### config.mk
export PLATFORM = sky130hd
export DESIGN_NAME = word_aligner_flat
export DESIGN_NICKNAME = d
export VERILOG_FILES = /design/src/rtl/word_aligner_if.sv /design/src/rtl/word_aligner.sv /design/src/flat_wrapper.sv
export SDC_FILE = /design/constraint.sdc
export NUM_CORES = 1
export LEC_CHECK = 0
export ABC_AREA = 0
export CAP_MARGIN = 30
export CORE_ASPECT_RATIO = 0.5
export CORE_MARGIN = 2
export CORE_UTILIZATION = 40
export CTS_CLUSTER_DIAMETER = 80
export CTS_CLUSTER_SIZE = 20
export DETAILED_ROUTE_END_ITERATION = 16
export PLACE_DENSITY = 0.58
export RECOVER_POWER = 25
export SYNTH_ARGS = -nofsm -noshare
export SYNTH_HDL_FRONTEND = slang
export SYNTH_SLANG_ARGS = --single-unit
### constraint.sdc
create_clock -name clk -period 3.66 [get_ports clk]
set_input_delay 1.098 -clock clk [delete_from_list [all_inputs] [get_ports clk]]
set_output_delay 1.098 -clock clk [all_outputs]
set_load 0.01 [all_outputs]
### src/rtl/word_aligner_if.sv
// Word aligner port bundle: raw words and controls in,
// aligned word and lock status out.
interface word_aligner_if #(
  parameter int DW = 64
);
  localparam int SW = $clog2(DW);

  logic [DW-1:0] din;
  logic          bypass;
  logic          align_en;
  logic          manual_en;
  logic [SW-1:0] manual_shift;
  logic [DW-1:0] dout;
  logic [SW-1:0] offset;
  logic          locked;
  logic          no_sync;
  logic [7:0]    loss_cnt;

  modport master (
    output din, bypass, align_en,
    output manual_en, manual_shift,
    input  dout, offset, locked,
    input  no_sync, loss_cnt
  );

  modport slave (
    input  din, bypass, align_en,
    input  manual_en, manual_shift,
    output dout, offset, locked,
    output no_sync, loss_cnt
  );
endinterface

### src/rtl/word_aligner.sv
// Bit-slip word aligner: windows {cur,prv} at an offset
// chosen by a sync-word search FSM, manual override or bypass.
module word_aligner #(
  parameter int            DW         = 64,
  parameter logic [DW-1:0] SYNC_WORD  = {DW/8{8'hA5}},
  parameter int            LOCK_CNT   = 4,
  parameter int            UNLOCK_CNT = 8
) (
  input  logic         clk,
  input  logic         rst,
  word_aligner_if.slave bus
);
  localparam int SW = $clog2(DW);
  localparam int MW = $clog2(LOCK_CNT + 1);
  localparam int EW = $clog2(UNLOCK_CNT + 1);

  typedef enum logic [1:0] {
    IDLE, SEARCH, CONFIRM, LOCKED
  } state_t;

  state_t        state, st_n;
  logic [DW-1:0] cur, prv, dout_q;
  logic [SW-1:0] off_q, off_n, off_inc;
  logic [SW-1:0] sweep, swp_n;
  logic [MW-1:0] mcnt, mcnt_n;
  logic [EW-1:0] ecnt, ecnt_n;
  logic          lck_q, lck_n;
  logic          ns_q, ns_n;
  logic [7:0]    loss_q, loss_n;
  logic [2*DW-1:0] cat;
  logic [DW-1:0] win;
  logic          match;

  assign cat   = {cur, prv};
  assign win   = cat[off_q +: DW];
  assign match = (win == SYNC_WORD);

  assign off_inc = (off_q == SW'(DW - 1)) ?
                   '0 : off_q + SW'(1);

  // Next-state, offset and status update
  always_comb begin
    st_n   = state;
    off_n  = off_q;
    swp_n  = sweep;
    mcnt_n = mcnt;
    ecnt_n = ecnt;
    lck_n  = lck_q;
    ns_n   = ns_q;
    loss_n = loss_q;
    if (bus.manual_en) begin
      if ({1'b0, bus.manual_shift} >
          (SW + 1)'(DW - 1))
        off_n = SW'(DW - 1);
      else
        off_n = bus.manual_shift;
      st_n   = IDLE;
      lck_n  = 1'b0;
      swp_n  = '0;
      mcnt_n = '0;
      ecnt_n = '0;
    end else begin
      unique case (state)
        IDLE: begin
          lck_n = 1'b0;
          if (bus.align_en) begin
            st_n   = SEARCH;
            swp_n  = '0;
            mcnt_n = '0;
          end
        end
        SEARCH: begin
          if (!bus.align_en) begin
            st_n = IDLE;
            ns_n = 1'b0;
          end else if (match) begin
            ns_n  = 1'b0;
            swp_n = '0;
            if (LOCK_CNT == 1) begin
              st_n   = LOCKED;
              lck_n  = 1'b1;
              ecnt_n = '0;
            end else begin
              st_n   = CONFIRM;
              mcnt_n = MW'(1);
            end
          end else begin
            off_n = off_inc;
            if (sweep == SW'(DW - 1)) begin
              swp_n = '0;
              ns_n  = 1'b1;
            end else begin
              swp_n = sweep + SW'(1);
            end
          end
        end
        CONFIRM: begin
          if (!bus.align_en) begin
            st_n   = IDLE;
            mcnt_n = '0;
          end else if (match) begin
            if (mcnt == MW'(LOCK_CNT - 1)) begin
              st_n   = LOCKED;
              lck_n  = 1'b1;
              mcnt_n = '0;
              ecnt_n = '0;
            end else begin
              mcnt_n = mcnt + MW'(1);
            end
          end else begin
            st_n   = SEARCH;
            off_n  = off_inc;
            mcnt_n = '0;
            swp_n  = '0;
          end
        end
        LOCKED: begin
          if (bus.align_en) begin
            if (match) begin
              ecnt_n = '0;
            end else if (ecnt ==
                         EW'(UNLOCK_CNT - 1)) begin
              st_n   = SEARCH;
              lck_n  = 1'b0;
              off_n  = off_inc;
              ecnt_n = '0;
              swp_n  = '0;
              if (loss_q != 8'hFF)
                loss_n = loss_q + 8'd1;
            end else begin
              ecnt_n = ecnt + EW'(1);
            end
          end
        end
        default: st_n = IDLE;
      endcase
    end
  end

  // Word buffers, aligned output and control state
  always_ff @(posedge clk) begin
    if (rst) begin
      state  <= IDLE;
      cur    <= '0;
      prv    <= '0;
      dout_q <= '0;
      off_q  <= '0;
      sweep  <= '0;
      mcnt   <= '0;
      ecnt   <= '0;
      lck_q  <= 1'b0;
      ns_q   <= 1'b0;
      loss_q <= '0;
    end else begin
      state  <= st_n;
      cur    <= bus.din;
      prv    <= cur;
      dout_q <= bus.bypass ? prv : win;
      off_q  <= off_n;
      sweep  <= swp_n;
      mcnt   <= mcnt_n;
      ecnt   <= ecnt_n;
      lck_q  <= lck_n;
      ns_q   <= ns_n;
      loss_q <= loss_n;
    end
  end

  assign bus.dout     = dout_q;
  assign bus.offset   = off_q;
  assign bus.locked   = lck_q;
  assign bus.no_sync  = ns_q;
  assign bus.loss_cnt = loss_q;
endmodule

### src/flat_wrapper.sv
// flat-port wrapper written by rule: the top's interface ports become plain ports
module word_aligner_flat 
#(
  parameter int            DW         = 64,
  parameter logic [DW-1:0] SYNC_WORD  = {DW/8{8'hA5}},
  parameter int            LOCK_CNT   = 4,
  parameter int            UNLOCK_CNT = 8
)
  (clk, rst, bus_din, bus_bypass, bus_align_en, bus_manual_en, bus_manual_shift, bus_dout, bus_offset, bus_locked, bus_no_sync, bus_loss_cnt);
  word_aligner_if #(.DW(DW)) bus_i ();
  input  logic clk;
  input  logic rst;
  input wire logic [$bits(bus_i.din)-1:0] bus_din;
  input wire logic [$bits(bus_i.bypass)-1:0] bus_bypass;
  input wire logic [$bits(bus_i.align_en)-1:0] bus_align_en;
  input wire logic [$bits(bus_i.manual_en)-1:0] bus_manual_en;
  input wire logic [$bits(bus_i.manual_shift)-1:0] bus_manual_shift;
  output wire logic [$bits(bus_i.dout)-1:0] bus_dout;
  output wire logic [$bits(bus_i.offset)-1:0] bus_offset;
  output wire logic [$bits(bus_i.locked)-1:0] bus_locked;
  output wire logic [$bits(bus_i.no_sync)-1:0] bus_no_sync;
  output wire logic [$bits(bus_i.loss_cnt)-1:0] bus_loss_cnt;
  assign bus_i.din = bus_din;
  assign bus_i.bypass = bus_bypass;
  assign bus_i.align_en = bus_align_en;
  assign bus_i.manual_en = bus_manual_en;
  assign bus_i.manual_shift = bus_manual_shift;
  assign bus_dout = bus_i.dout;
  assign bus_offset = bus_i.offset;
  assign bus_locked = bus_i.locked;
  assign bus_no_sync = bus_i.no_sync;
  assign bus_loss_cnt = bus_i.loss_cnt;
  word_aligner #(.DW(DW), .SYNC_WORD(SYNC_WORD), .LOCK_CNT(LOCK_CNT), .UNLOCK_CNT(UNLOCK_CNT)) u_core (.clk(clk), .rst(rst), .bus(bus_i));
endmodule
## Word level (Yosys, flattened, before mapping)

Index checks and enable logic that the tools add are counted.

- Word-level logic and storage cells: 114
- Flip-flop bits (word level): 223
- Bits in writable memories: 0
- Memories kept: 0
- Output and inout bits: 80
- Bits in latches: 0
- Bits of input ports: 75
- ROM bits: 0

- Shift-type cells: 1
- $mul: 0
- Div/mod/pow operators: 0
- Magnitude comparators: 0
- Muxes and demuxes: 53
- Equal/unequal tests: 27
- Bitwise gates (word level): 2
- $add $sub $neg: 5
- Reduce and logical (&&, ||, !) cells: 15

Operators with widths:

| cell | number |
|---|---|
| $shiftx 128x7->64 | 1 |
| $mux 6 | 16 |
| $eq 64x64->1 const B | 1 |
| $mux 64 | 1 |
| $mux 4 | 6 |
| $pmux 6 s4 | 1 |
| $mux 2 | 9 |
| $mux 3 | 6 |
| $reduce_and 6->1 | 3 |
| $reduce_and 7->1 | 2 |
| $add 6x1->6 const B | 2 |
| $eq 6x6->1 const B | 2 |
| $ne 2x2->1 const B | 6 |
| $pmux 6 s2 | 1 |
| $mux 1 | 9 |
| $ne 3x3->1 const B | 3 |
| $pmux 3 s3 | 1 |
| $reduce_bool 3->1 | 3 |
| $add 8x1->8 const B | 1 |
| $ne 2x1->1 const B | 4 |
| $ne 8x8->1 const B | 1 |
| $pmux 2 s4 | 1 |
| $pmux 4 s2 | 1 |
| $ne 3x1->1 const B | 2 |
| other kinds (16) | 20 |

## Longest topological paths before layout

- Word-level depth: 7
- Gate-level depth with buffers: 20
- Gate-level depth less buffers: 10

## Worst setup path after synthesis

No wires, ideal clock.

- Path type: flip-flop to flip-flop
- Start point: reg u_core.off_q[1] (netlist: u_core.bus.offset[1])
- End point: reg u_core.off_q[1] (netlist: u_core.bus.offset[1])
- Data required time: 3.524 ns
- Data arrival time: 3.966 ns
- Cell stages (with the launch flop): 16
- Clock period less this slack: 4.102 ns
- Buffers on the path: 5
- Library setup time: 0.136 ns
- Path slack: -0.442 ns
- Path through: dfxtp_1 buf_6 buf_8 buf_6 mux4_2 mux4_2 mux2_4 o22ai_2 o211ai_1 a2111o_1 or4_1 buf_2 o211ai_2 buf_6 mux2i_1 a211oi_2

- Word-level cells in the longest chain between the ends: 7
- Elaborated cells on any way between the ends: 15
- Classes of those cells: add/sub (1); eq/ne (4); shift (1); mux (8); reduce/logical (1)

Ends and longest elaborated chain:

| element | line | source |
|---|---|---|
| start: declaration | word_aligner.sv:23 | `logic [SW-1:0] off_q, off_n, off_inc;` |
| start signal: assignment | word_aligner.sv:159 | `off_q <= off_n;` |
| parallel branches: the longest is 7 deep, another holds $shiftx 128x7->64 | - |  |

Parallel ways; which one is timed is not known. The select of a mux whose other input is x is not followed.
A chain may end at the register's enable or synchronous reset.

## Worst setup path after layout

- Start point: reg u_core.off_q[1] (netlist: u_core.bus.offset[1])
- End point: reg u_core.loss_q[2] (netlist: u_core.bus.loss_cnt[2])

- Word-level cells in the longest chain between the ends: 4

Ends and longest elaborated chain:

| element | line | source |
|---|---|---|
| $shiftx 128x7->64 | word_aligner.sv:35 | `assign win = cat[off_q +: DW];` |
| $eq 64x64->1 | word_aligner.sv:36 | `assign match = (win == SYNC_WORD);` |
| $not 1->1 (no line) | - |  |
| $reduce_and 6->1 (no line) | - |  |
| end signal: assignment | word_aligner.sv:165 | `loss_q <= loss_n;` |
| end: declaration | word_aligner.sv:29 | `logic [7:0] loss_q, loss_n;` |

Every way passes these cells.

==> flow_summary.toml <==
[cts]
clk_path_buf_depth = 3
cts_tree = "yes"
clk_latency_ps = 540
postCtsHoldBufs = 0
clk_pin_slew_ps = 90
cts_max_level = 1
cts.sinks = 223
ctsRootBufferMaster = "clkbuf_16"
cts_made_buffers = 15

[power_and_ir_drop]
power_density_mw_per_mm2 = 321
p_total_mw = 8.05
p_leak_nw = 10.1
ir_drop_uv = 281

[floorplan]
ios = 155
design.core.area_sq_mm = 0.0420
dieArea_sq_mm = 0.0445
die_w_um = 296
core.rowCount = 53
die_h_um = 150
initial_core_util = 0.406

[route]
drc_errors = 0
first_pass_iters = 6
via_per_inst = 6.28
routedWlPerCell_um = 31.8
route.vias.total = 18700
drtIter0Drc = 2890
routed_wl_mm = 94.7
antenna_left = 0

[yosys]
synth_area_leaders = "dfxtp_1 26%, mux4_2 25%, mux2i_1 8.1%, nor2b_1 5.3%, mux2_2 4.1%"
yosys.area_share.simple = 0.171
yosysTopAreaCell = "dfxtp_1"
synthesis.nets = 1776
avgSynthCellArea_sq_um = 10.1
synth_top_family_by_area = "multiplexers"
synth_cells = 1692
synth_flop_cell = "dfxtp_1"
ys_warn_count = 0
seq_area_frac_synth = 0.261
ys_async_sr_fraction = 0
ys_ff_latch = 223
netlist_area_sq_mm = 0.0171
synth-edff-count = 0
synth_cell_types = 85
synth_compound_area_frac = 0.130
synthMuxAreaShare = 0.378
synthAdderAreaFrac = 0.00659
yosys.area.top_type_share = 0.261
synth_xor_area_frac = 0

[flow_run]
cap_violations = 0

[finish]
fillerInstances = 3684
syn_to_final_growth_pct = 46.8
nets = 2474
layout-drive-gt1-share = 0.436

[setup_path]
r2r-end = "u_core.bus.loss_cnt[2]"
cp.required_ps = 4080
r2r_cells = 13
worstPathMaxFanout = 7
critPathKind = "reg2reg"
cp-start-kind = "register"
rrSetupSlack_ps = -850
crit_path_end_kind = "register"
arrival_ps = 4930
rr_startpoint = "u_core.bus.offset[1]"

[hold_path]
whs_path_depth = 1
min_to = "u_core.prv[63]"
worstHoldPathType = "reg2reg"
min_from = "u_core.cur[63]"

[placed_design]
gp_congestion = 1.11
hpwl_mm = 77.7
io_buffers = 154

[grt]
grt_pass1_vias = 17600
antenna_found_initial = 7
globalRouteOverflowTotal = 0
grt_max_degree = 155
grtUsageTotal = 0.421
grt_pass1_wl_mm = 131

[timing]
finClkSkew_ps = 26.4
max_freq_mhz = 222
setup_viol = 31
drv_slew = 0
finalHoldViolCount = 0
rsz0062_at_grt = "yes"
tightest_slew_ps = 1060
hold_ws_ps = 445
finalCritPeriodShare = 1.23
worst_slack_ps = -849
post-route-min-period_ps = 4510
slew_headroom = 0.292

[status]
outcome = "finished, violations left"
violations = "setup timing"
-- worst max-delay path by stage --
stage | startpoint | cells after the start | slack, ps | endpoint
6_report | u_core.bus.offset[1] | 13 | -850 | u_core.bus.loss_cnt[2]
3_5_place_dp | u_core.bus.offset[1] | 15 | -1080 | u_core.sweep[0]
3_3_place_gp | u_core.bus.offset[1] | 14 | -1040 | u_core.sweep[0]
2_1_floorplan | u_core.bus.offset[1] | 15 | -330 | u_core.bus.offset[1]
5_1_grt | u_core.bus.offset[1] | 14 | -890 | u_core.bus.loss_cnt[2]
4_1_cts | u_core.bus.offset[1] | 14 | -760 | u_core.bus.offset[4]
-- placed cells by master (no fill, tap or decap), drive strengths merged, types with 5 or more instances in the layout --
cell type and count:
a2bb2oi 5, inv 25, nor4 11, nand2b 9
clkdlybuf4s50 132, nand2 103, buf 677, a31oi 9
nor2 168, o221ai 7, and2 24, and3 18
a311oi 9, or4 8, dlygate4sd3 20, ha 9
o22ai 11, a22oi 23, o22a 5, o2111ai 6
o21a 7, nor3 25, nand3 15, mux4 191
dfxtp 223, o21ai 40, clkbuf 18, mux2i 139
a32oi 6, mux2 67, o31ai 8, a21oi 90
a22o 11, or2 6, or3 9, o211ai 7
nor2b 145, nand4 12, a211oi 26
-- layout make-up --
| class | count | area, sq um | share of cell area |
|---|---|---|---|
| Multi-Input combinational cell | 1297 | 12100 | 0.484 |
| Timing Repair Buffer | 830 | 7200 | 0.287 |
| Sequential cell | 223 | 4480 | 0.179 |
| Tap cell | 577 | 722 | 0.0288 |
| Clock buffer | 17 | 383 | 0.0153 |
| Inverter | 23 | 86.3 | 0.00344 |
| Clock inverter | 4 | 55.1 | 0.00220 |
| Antenna cell | 2 | 5.00 | 0.000200 |
-- synth_stat cells, types with 5 or more instances --
| master | number |
|---|---|
| o211ai_1 | 6 |
| nor4_1 | 11 |
| nand2_1 | 103 |
| a22oi_1 | 23 |
| mux2_2 | 62 |
| or4_1 | 8 |
| buf_1 | 13 |
| buf_2 | 48 |
| o221ai_1 | 7 |
| o21ai_0 | 33 |
| mux4_2 | 191 |
| buf_4 | 18 |
| mux2i_1 | 138 |
| a311oi_1 | 9 |
| o21a_1 | 7 |
| a32oi_1 | 6 |
| dfxtp_1 | 223 |
| o22a_1 | 5 |
| nand3_1 | 15 |
| ha_1 | 9 |
| inv_1 | 20 |
| nor2b_1 | 145 |
| nor3_1 | 24 |
| a211oi_1 | 25 |
| nand2b_1 | 9 |
| a21oi_1 | 90 |
| a2bb2oi_1 | 5 |
| clkbuf_1 | 54 |
| and2_1 | 24 |
| and3_1 | 18 |
| o22ai_1 | 10 |
| a31oi_1 | 9 |
| buf_6 | 12 |
| nor2_1 | 168 |
| a22o_1 | 11 |
| or3_1 | 9 |
| o2111ai_1 | 6 |
| o31ai_1 | 8 |
| o21ai_1 | 6 |
| nand4_1 | 11 |
-- worst max-delay path: stages (launching register included) --
cell and delay (ps):
dfxtp_4 390, buf_12 160, buf_4 130, mux4_2 550
mux4_2 630, mux2_4 330, or2_1 260, o32ai_2 210
buf_4 160, nand4b_1 220, or4_4 610, o21ai_4 320
nor4_2 90, mux2_1 320
-- cell families after synthesis --
family                   count (synthesis)
AND/OR/NAND/NOR                        572
multiplexers                           397
AO/OA/AOI/OAI                          319
flip-flops                             223
buffers and inverters                  172
adder cells (fa/ha/maj)                  9
-- power by group --
part           leakage [nW]  switching (mW)  internal, mW
Sequential             1.84           0.152          2.54
Combinational          8.07            1.84          1.76
Clock                 0.211           0.922         0.830
Total                  10.1            2.92          5.13
-- flip-flops by register name, summed over array words and instances (netlist names) --
signal and cells:
u_core.bus.dout 64, u_core.cur 64, u_core.prv 64, u_core.bus.loss_cnt 8
u_core.bus.offset 6, u_core.sweep 6, u_core.ecnt 4, u_core.mcnt 3
u_core.state 2, u_core.bus.locked 1, u_core.bus.no_sync 1
-- metal layers --
metal | GRT usage | vias up | part of all wire
met5 | 0 | - | 0.0027
li1 | - | 7878 | -
met1 | 0.596 | 9277 | 0.42
met3 | 0.190 | 209 | 0.16
met2 | 0.564 | 1281 | 0.38
met4 | 0.135 | 12 | 0.038
-- repair_timing --
action,4_1_cts,5_1_grt
gates resized for setup,35,66
gates cloned,2,1
pin swaps,10,23
buffers inserted,21,20
hold endpoints to repair,0,0
endpoints found under the setup margin,31,31
-- stage by stage --
| stage | setup WS, ps | setup TNS [ps] | utilization | area (sq um) | cells |
|---|---|---|---|---|---|
| after floorplan | -331 | -6920 | - | 17200 | 1692 |
| after global placement | -1040 | -28440 | 0.565 | 23800 | 2908 |
| after detailed placement | -1080 | -29950 | 0.565 | 23800 | 2908 |
| after CTS | -764 | -21640 | 0.585 | 24600 | 2951 |
| after global routing | -893 | -25210 | 0.596 | 25100 | 2971 |
| final | -849 | -23820 | 0.597 | 25100 | 2973 |
No activity file was read; power rests on OpenSTA's default activity.
